===== config.mk =====
export PLATFORM = sky130hd
export DESIGN_NAME = ex_pipeline_ctrl
export DESIGN_NICKNAME = d
export VERILOG_FILES = /design/src/rtl/ex_pipeline_ctrl.sv
export SDC_FILE = /design/constraint.sdc
export NUM_CORES = 1
export LEC_CHECK = 0
export CAP_MARGIN = 10
export CORE_UTILIZATION = 47
export DETAILED_ROUTE_END_ITERATION = 10
export GPL_ROUTABILITY_DRIVEN = 0
export PLACE_DENSITY = 0.95
export SYNTH_ARGS = -nofsm -noshare
export SYNTH_HDL_FRONTEND = slang
export SYNTH_SLANG_ARGS = --single-unit

===== constraint.sdc =====
create_clock -name clk -period 4.7 [get_ports clk]
set_input_delay 0.94 -clock clk [delete_from_list [all_inputs] [get_ports clk]]
set_output_delay 0.94 -clock clk [all_outputs]
set_load 0.02 [all_outputs]

===== src/rtl/ex_pipeline_ctrl.sv =====
// ---------------------------------------------------------------------------
// ex_pipeline_ctrl
//
// Purpose:
//   Stall / flush / sequencing controller for the execution stage of a
//   5-stage ALU pipeline. Each cycle it decides whether to freeze the front
//   of the pipe, inject a bubble into ID/EX, or flush IF/ID. It also holds
//   the EX stage for a fixed number of cycles while an iterative mul/div
//   finishes, and keeps a saturating count of cycles in which the PC stalled.
//
// Ports:
//   clk                 rising-edge clock
//   rst                 asynchronous reset, active-high
//   id_rs1_i/id_rs2_i   source registers of the instruction in ID
//   id_use_rs1_i/_rs2_i ID instruction actually reads rs1 / rs2
//   ex_memread_i        instruction in EX is a load
//   ex_rd_i             destination register of the instruction in EX
//   ex_multicycle_i     instruction in EX is a multi-cycle op
//   ex_branch_taken_i   branch resolved taken in EX
//   mem_stall_req_i     data-memory stall request
//   pc_en_o             PC update enable
//   ifid_en_o           IF/ID register enable
//   ifid_flush_o        clear IF/ID to NOP
//   idex_bubble_o       load NOP into ID/EX
//   ex_hold_o           freeze the EX/MEM registers
//   mc_busy_o           multi-cycle sequencer active (registered)
//   mc_done_o           one-cycle pulse in the release cycle of a multi-cycle op
//   stall_cnt_o         saturating count of cycles with pc_en_o = 0
// ---------------------------------------------------------------------------
module ex_pipeline_ctrl #(
    parameter int MC_LAT = 4,
    parameter int CNT_W  = 16
) (
    input  logic             clk,
    input  logic             rst,
    input  logic [4:0]       id_rs1_i,
    input  logic [4:0]       id_rs2_i,
    input  logic             id_use_rs1_i,
    input  logic             id_use_rs2_i,
    input  logic             ex_memread_i,
    input  logic [4:0]       ex_rd_i,
    input  logic             ex_multicycle_i,
    input  logic             ex_branch_taken_i,
    input  logic             mem_stall_req_i,
    output logic             pc_en_o,
    output logic             ifid_en_o,
    output logic             ifid_flush_o,
    output logic             idex_bubble_o,
    output logic             ex_hold_o,
    output logic             mc_busy_o,
    output logic             mc_done_o,
    output logic [CNT_W-1:0] stall_cnt_o
);

    typedef enum logic {
        RUN = 1'b0,
        MC  = 1'b1
    } state_e;

    // The start cycle is already one hold cycle, so the down-counter is
    // loaded with two less than the total EX occupancy.
    localparam logic [3:0] MC_INIT = 4'(MC_LAT - 2);

    state_e             state_q, state_d;
    logic [3:0]         mc_cnt_q, mc_cnt_d;
    logic               mc_busy_q;
    logic [CNT_W-1:0]   stall_cnt_q;
    logic               load_use;

    // A load in EX whose destination feeds an operand the ID instruction
    // really reads. Register x0 never creates a dependency.
    assign load_use = ex_memread_i && (ex_rd_i != 5'd0) &&
                      ((id_use_rs1_i && (id_rs1_i == ex_rd_i)) ||
                       (id_use_rs2_i && (id_rs2_i == ex_rd_i)));

    // Next-state and output decode. The if/else chain encodes the priority
    // order: memory stall, then multi-cycle hold, then branch flush, then
    // load-use. Branches are only seen once EX is no longer held.
    always_comb begin
        state_d       = state_q;
        mc_cnt_d      = mc_cnt_q;
        pc_en_o       = 1'b1;
        ifid_en_o     = 1'b1;
        ifid_flush_o  = 1'b0;
        idex_bubble_o = 1'b0;
        ex_hold_o     = 1'b0;
        mc_done_o     = 1'b0;

        if (mem_stall_req_i) begin
            ex_hold_o = 1'b1;
            pc_en_o   = 1'b0;
            ifid_en_o = 1'b0;
        end else if (state_q == RUN && ex_multicycle_i) begin
            ex_hold_o = 1'b1;
            pc_en_o   = 1'b0;
            ifid_en_o = 1'b0;
            state_d   = MC;
            mc_cnt_d  = MC_INIT;
        end else if (state_q == MC && mc_cnt_q != 4'd0) begin
            ex_hold_o = 1'b1;
            pc_en_o   = 1'b0;
            ifid_en_o = 1'b0;
            mc_cnt_d  = mc_cnt_q - 4'd1;
        end else begin
            // Release cycle: EX/MEM captures the result on this edge, and the
            // front of the pipe is free to react to branch / load-use events.
            if (state_q == MC) begin
                mc_done_o = 1'b1;
                state_d   = RUN;
            end
            if (ex_branch_taken_i) begin
                ifid_flush_o  = 1'b1;
                idex_bubble_o = 1'b1;
            end else if (load_use) begin
                pc_en_o       = 1'b0;
                ifid_en_o     = 1'b0;
                idex_bubble_o = 1'b1;
            end
        end
    end

    // State, sequencer counter, busy flag and the performance counter.
    always_ff @(posedge clk or posedge rst) begin
        if (rst) begin
            state_q     <= RUN;
            mc_cnt_q    <= 4'd0;
            mc_busy_q   <= 1'b0;
            stall_cnt_q <= '0;
        end else begin
            state_q   <= state_d;
            mc_cnt_q  <= mc_cnt_d;
            mc_busy_q <= (state_d == MC);
            if (!pc_en_o && (stall_cnt_q != {CNT_W{1'b1}})) begin
                stall_cnt_q <= stall_cnt_q + CNT_W'(1);
            end
        end
    end

    assign mc_busy_o   = mc_busy_q;
    assign stall_cnt_o = stall_cnt_q;

endmodule


Word-level counts from Yosys, hierarchy flattened:

Cells that the tools add are included.

* flip-flop bits (word level): 21
* word-level logic and storage cells: 50

* add/subtract/negate cells: 2
* equality and inequality tests: 4
* multiplexer cells: 25
* bitwise gates (word level): 2
* reduce and logical (&&, ||, !) cells: 14

Operator list (number)
* 1-bit two-way mux: 23
* 16-bit by 1-bit adder with 16-bit output, second input constant: 1
* 16-bit inequality test, second input constant: 1
* 5-bit equality test: 2
* 4-bit two-way mux: 2
* 1-bit logical AND: 7
* 5-bit nonzero test: 1
* 2-bit AND reduction: 2
* 4-bit nonzero test: 1
* 4-bit by 1-bit subtractor with 4-bit output, second input constant: 1
* 2-bit inequality test, second input constant: 1
* 1-bit NOT: 2
* 2-bit nonzero test: 1
* 1-bit zero test: 1
* 1-bit logical OR: 1

Logic depth before layout (Yosys ltp):

Gate-level depths: netlist of run 1.

* depth after elaboration: 11
* mapped depth: 10
* mapped depth without buffers: 9

Least setup slack after synthesis of run 1:

No wires, ideal clock.

* kind: input to output
* start point: input port ex_rd_i[1]
* end point: output port pc_en_o
* arrival time: 2.101 ns
* data required time: 3.760 ns
* path slack: 1.659 ns
* stages: 4
* cells stage by stage: or4_1 -> o21ai_1 -> o31a_1 -> buf_4

* cells in the longest elaborated chain, start to end: 9

Ends and longest elaborated chain
* start: declaration: RTL line 41 `input logic [4:0] ex_rd_i,`
* 5-bit equality test (on tied branches): RTL line 73, 74
* 1-bit logical AND (on tied branches): RTL line 73, 74
* 1-bit logical OR: RTL line 73 `((id_use_rs1_i && (id_rs1_i == ex_rd_i)) ||`
* 1-bit logical AND (*): RTL line 72 `assign load_use = ex_memread_i && (ex_rd_i != 5'd0) &&`
* 1-bit two-way mux (*) (5 in a row)
* end: declaration: RTL line 45 `output logic pc_en_o,`

Every way passes the cells marked *; elsewhere a longest branch is shown, timed or not.

Worst setup path in the final report of run 1:

* start point: input port ex_rd_i[1]
* end point: output port pc_en_o

* cells in the longest elaborated chain, start to end: 9

Ends and longest elaborated chain
* 5-bit equality test (on tied branches): RTL line 73, 74
* 1-bit logical AND (on tied branches): RTL line 73, 74
* 1-bit logical OR: RTL line 73
* 1-bit logical AND (*): RTL line 72
* 1-bit two-way mux (*): RTL line 114 `end else if (load_use) begin`
* 1-bit two-way mux (*): RTL line 111 `if (ex_branch_taken_i) begin`
* 1-bit two-way mux (*): RTL line 99 `end else if (state_q == MC && mc_cnt_q != 4'd0) begin`
* 1-bit two-way mux (*): RTL line 93 `end else if (state_q == RUN && ex_multicycle_i) begin`
* 1-bit two-way mux (*): RTL line 89 `if (mem_stall_req_i) begin`

Marked as above.

==> flow_summary.ini, run 1 <==
[drt]
ant_nets = 0
dr.pass1.iters = 4
wl_um = 2878
routed-via-count = 1104
drt_iter0_drc = 7
drc = 0
vias_per_cell = 5.412
wl_per_cell_um = 14.11

[final_layout]
nets = 201
num_antenna_cells = 0
finalNonFillerCells = 204
area_growth_pct = 39.44
final_area_mm2 = 0.001752
fin_util_pct = 70.07
drive_gt1_share_pct = 8.046

[timing]
min_period_ns = 3.908
fin_crit_sh_pct = 83.16
rsz0062_at_grt = no
max_freq_ghz = 0.2559
worst_pin_slew_ns = 0.7832
setup_viol = 0
relSlewSlack_pct = 47.73
maxSlewViolCount = 0
setup-tns-final_ns = 0
skew_ns = 0.004326
finalHoldViolations = 0

[critical_path]
crit_fanout = 3
rr_endpoint = stall_cnt_o[1]
cp_num_buf_inv = 2
critPathKind = in2out
critical-path-slowest-cell = clkdlybuf4s50_1
critPathMostFrequentCell = clkdlybuf4s50_1
rr_worst_depth = 8
path_delay_family = buffers and inverters
r2r-start = mc_cnt_q[0]
crit_required_ns = 3.76
worstSetupStartpointType = input port
worstSetupEndpointType = output pin
crit_chain = clkdlybuf4s50_1 > or4_1 > o21ai_1 > o31a_1 > clkdlybuf4s50_1
cp_slowest_stage_delay_ns = 0.63
worstPathArrival_ns = 2.97
r2r_setup_slack_ns = 2.24

[floorplan]
die_h_um = 53.70
start_util_pct = 50.25
die_x_um = 53.70
die_area_mm2 = 0.002884
pin_count = 46
core_mm2 = 0.002500
core.rowCount = 18

[cts]
numCtsBuffers = 3
post-cts-setup-buffers = 0
ctsHoldBuffers = 0
cts.reportedPaths.clkPinSlew_ns = 0.11
cts_tree = done
h-tree-depth = 1
clock_sinks = 21
ctsResizeCount = 0
cts_buffer_depth = 2
cts-root-buf = clkbuf_4
clk-insertion-delay-late_ns = 0.31

[placed_design]
dpl.cell_count = 200
dpl.hpwl_um = 2282
portBuffers = 45
dpl-instance-area_mm2 = 0.001725

[logic_synthesis]
synth_edf_count = 0
syn-instance-count = 127
async_reset_ff_share_pct = 100.0
yosysTopAreaCell = dfrtp_1
ys_types = 34
syn_area_mm2 = 0.001256
ys_warn_count = 0
synth.avg_cell_area_um2 = 9.891
yosys_most_used_dff = dfrtp_1
synth_top_area_share_pct = 41.83
synth_common_cells = dfrtp_1, xor2_1, nor2_1
synth_fp_nets = 153
synth.most_common_cell = dfrtp_1
seq_area_frac_synth_pct = 41.83
ys_ff_latch = 21
synth_area_leaders = dfrtp_1, xor2_1, nor4_2, nor2_1, xnor2_1

[global_routing]
gr-total-overflow = 0
grt_pass1_wl_um = 4664
grt_usage_pct = 22.89
grt_max_degree = 22
antenna_found_initial = 0
grt_pass1_vias = 1137

[power_and_ir_drop]
irDropWorstVdd_mv = 0.3043
p_per_area_mw_per_mm2 = 467.6
p_leak_nw = 0.7232
power_w = 0.0008190

[hold_path]
holdPathEnd = stall_cnt_o[13]
min-delay-start = stall_cnt_o[13]
min_path_type = reg2reg
hold_depth = 1

[job]
max-cap-violations = 0

[status]
outcome = completed
## final cells by class
class	count	area, µm²
clock buffers	4	26.28
fillers	178	748.2
inverters	10	37.54
multi-input cells	94	674.4
flip-flops and latches	21	525.5
well taps	30	37.54
repair buffers	45	450.4
## placed cells by master, fill, tap and decap left out, types with 2 or more instances in the layout
master	Yosys	routed
dfrtp_1	21	21
nor4_1	3	3
xor2_1	20	20
a22o_1	2	2
inv_1	8	8
o21ai_1	4	4
clkdlybuf4s50_1	0	45
clkbuf_4	0	3
nand2_1	10	10
nor3_2	2	2
nor3_1	3	3
nand4_1	2	2
nand3_1	6	6
xnor2_1	5	5
nor4_2	4	4
nor2_1	12	12
a21oi_1	4	4
ha_1	3	3
## per-stage QoR
step / hold slack [ns] / setup slack [ns]
after floorplan: 0.4995 / 1.659
after global placement: 0.4782 / 0.8171
after detailed placement: 0.4904 / 0.7750
final: 0.5103 / 0.7917
after CTS: 0.5136 / 0.7776
after global routing: 0.5188 / 0.6674
## cells by family (layout without fill, tap and decap cells)
kind of cell / after synthesis / count (layout) / synth area share (%)
XOR/XNOR: 25 / 25 / 17.43
multiplexers: 1 / 1 / 0.8964
buffers and inverters: 12 / 59 / 4.482
AO/OA/AOI/OAI: 14 / 14 / 8.268
adder cells (fa/ha/maj): 3 / 3 / 2.988
flip-flops: 21 / 21 / 41.83
AND/OR/NAND/NOR: 51 / 51 / 24.11
## layer usage
layer / global-route usage, % / part of all wire [%] / up-vias
met5: 0 / 0 / -
met2: 43.83 / 53 / 47
met1: 24.04 / 41 / 526
met4: 10.53 / 2.2 / 0
li1: - / - / 524
met3: 3.390 / 4.8 / 7
## worst max-delay path by stage
stage | slack (ns) | end | cells after the start | startpoint
5_1_grt | 0.67 | idex_bubble_o | 8 | ex_rd_i[3]
6_report | 0.79 | pc_en_o | 5 | ex_rd_i[1]
4_1_cts | 0.78 | pc_en_o | 5 | ex_rd_i[1]
3_3_place_gp | 0.82 | ifid_en_o | 5 | ex_rd_i[1]
2_1_floorplan | 1.66 | pc_en_o | 4 | ex_rd_i[1]
3_5_place_dp | 0.77 | idex_bubble_o | 8 | ex_rd_i[3]
## power by group
group | leakage [nW] | switching (W) | internal [W]
Sequential | 0.238 | 0.0000830 | 0.000250
Combinational | 0.470 | 0.000207 | 0.000190
Clock | 0.0150 | 0.0000560 | 0.0000332
## state kept, by name, summed over array words and instances (netlist names)
register and flops:
stall_cnt_o 16, mc_cnt_q 4, mc_busy_o 1
(Power assumes the default switching activity.)
==> run 2, diff against run 1 <==
--- a/config.mk
+++ b/config.mk
@@ -6,10 +6,10 @@
 export NUM_CORES = 1
 export LEC_CHECK = 0
 export CAP_MARGIN = 10
-export CORE_UTILIZATION = 47
+export CORE_UTILIZATION = 40
 export DETAILED_ROUTE_END_ITERATION = 10
 export GPL_ROUTABILITY_DRIVEN = 0
-export PLACE_DENSITY = 0.95
+export PLACE_DENSITY = 0.88
 export SYNTH_ARGS = -nofsm -noshare
 export SYNTH_HDL_FRONTEND = slang
 export SYNTH_SLANG_ARGS = --single-unit
==> constraint.sdc (replaced) <==
create_clock -name clk -period 3.5 [get_ports clk]
set_input_delay 0.7 -clock clk [delete_from_list [all_inputs] [get_ports clk]]
set_output_delay 0.7 -clock clk [all_outputs]
set_load 0.02 [all_outputs]
==> flow_summary.ini, run 2 (synthesis results as in run 1) <==
[final_layout]
drive_gt1_share_pct = 9.143
finalNonFillerCells = 217
layout_common_cells = clkdlybuf4s50_1, dfrtp_1, xor2_1
largest_reg_flops = 16
final_common_cell = clkdlybuf4s50_1
nets = 202
num_antenna_cells = 0
area_growth_pct = 41.73

[placed_design]
portBuffers = 45
dpl.hpwl_um = 2373
dpl.cell_count = 213

[drt]
vias_per_cell = 5.055
routed-via-count = 1097
drt_iter0_drc = 33
drc = 3
ant_nets = 0
wl_per_cell_um = 13.43
wl_um = 2915
dr.pass1.iters = 9

[global_routing]
use_met3_pct = 1.786
met2_usage_pct = 37.11
grt_pass1_wl_um = 4871
busiest_layer = met2
met1_usage_pct = 20.76
grt_usage_pct = 18.94
gr-total-overflow = 0
antenna_found_initial = 0
grt_pass1_vias = 1138
grt_max_degree = 22

[cts]
cts_tree = done
cts_buffer_depth = 2
cts-root-buf = clkbuf_4
ctsHoldBuffers = 0
post-cts-setup-buffers = 0
numCtsBuffers = 3
ctsResizeCount = 0
h-tree-depth = 1
clk-insertion-delay-late_ns = 0.30
cts.reportedPaths.clkPinSlew_ns = 0.11
clock_sinks = 21

[power_and_ir_drop]
p_leak_nw = 0.7687
irDropWorstVdd_mv = 0.2043
power_w = 0.001089
p_per_area_mw_per_mm2 = 611.5

[timing]
min_period_ns = 3.386
worst_pin_slew_ns = 0.8003
maxSlewViolCount = 0
setup-tns-final_ns = 0
skew_ns = 0.009268
relSlewSlack_pct = 46.59
max_freq_ghz = 0.2953
finalHoldViolations = 0
setup_viol = 0
fin_crit_sh_pct = 96.75
rsz0062_at_grt = no

[floorplan]
start_util_pct = 43.67
core.rowCount = 19
die_h_um = 58.04
pin_count = 46
core_mm2 = 0.002877
die_area_mm2 = 0.003369
die_x_um = 58.04

[critical_path]
worstPathArrival_ns = 2.69
crit_fanout = 3
worstSetupStartpointType = input port
critPathKind = in2out
worstSetupEndpointType = output pin
crit_required_ns = 2.80

[job]
max-cap-violations = 0

[status]
outcome = finished with violations
failed_checks = design-rule violations

[hold_path]
min_path_type = reg2reg
-- run 2: area by class of cell --
cell class,instances,area [µm²]
Clock buffer,3,22.52
Clock inverter,1,5.005
Fill cell,243,1096
Inverter,10,37.54
Multi-Input combinational cell,94,674.4
Sequential cell,21,525.5
Tap cell,42,52.55
Timing Repair Buffer,46,462.9
-- run 2: final timing paths --
check,cells after the start,slack (ns),endpoint,startpoint
worst max-delay path,8,0.11,idex_bubble_o,ex_rd_i[3]
max in group asynchronous,2,2.16,stall_cnt_o[2],rst
worst min-delay path,1,0.50,stall_cnt_o[7],stall_cnt_o[7]
min in group asynchronous,2,0.84,stall_cnt_o[4],rst
worst max register to register,8,1.21,stall_cnt_o[1],mc_cnt_q[0]
worst min register to register,1,0.50,stall_cnt_o[7],stall_cnt_o[7]
-- run 2: metrics by stage --
stage                     util, %  hold slack (ns)  setup WS (ns)  cell area, µm²
after global placement      60.77           0.4774         0.1232            1748
after global routing        61.90           0.5265        0.01484            1780
final                       61.90           0.4962         0.1137            1780
after floorplan                 -           0.4995         0.9394            1256
after detailed placement    60.77           0.4833        0.05710            1748
after CTS                   61.72           0.5019        0.04567            1775
-- run 2: report_power, final --
part	internal [W]	switching [W]	total (W)
registers	0.000335	0.000109	0.000444
clock network	0.0000426	0.0000734	0.000116
logic	0.000254	0.000275	0.000529
-- run 2: metal layers --
metal	share of wire (%)	vias to the layer above	routed length [µm]
met5	0	-	0
met2	55	41	1590
met1	39	524	1139
met3	5.4	2	156
li1	-	530	-
met4	0.93	0	27
-- run 2: critical path, cell delays in order --
cell	delay [ns]
clkdlybuf4s50_1	0.46
xor2_1	0.18
nor4_1	0.30
a32oi_1	0.17
nor2_1	0.12
nor2_1	0.05
nor2_1	0.09
clkdlybuf4s50_1	0.61
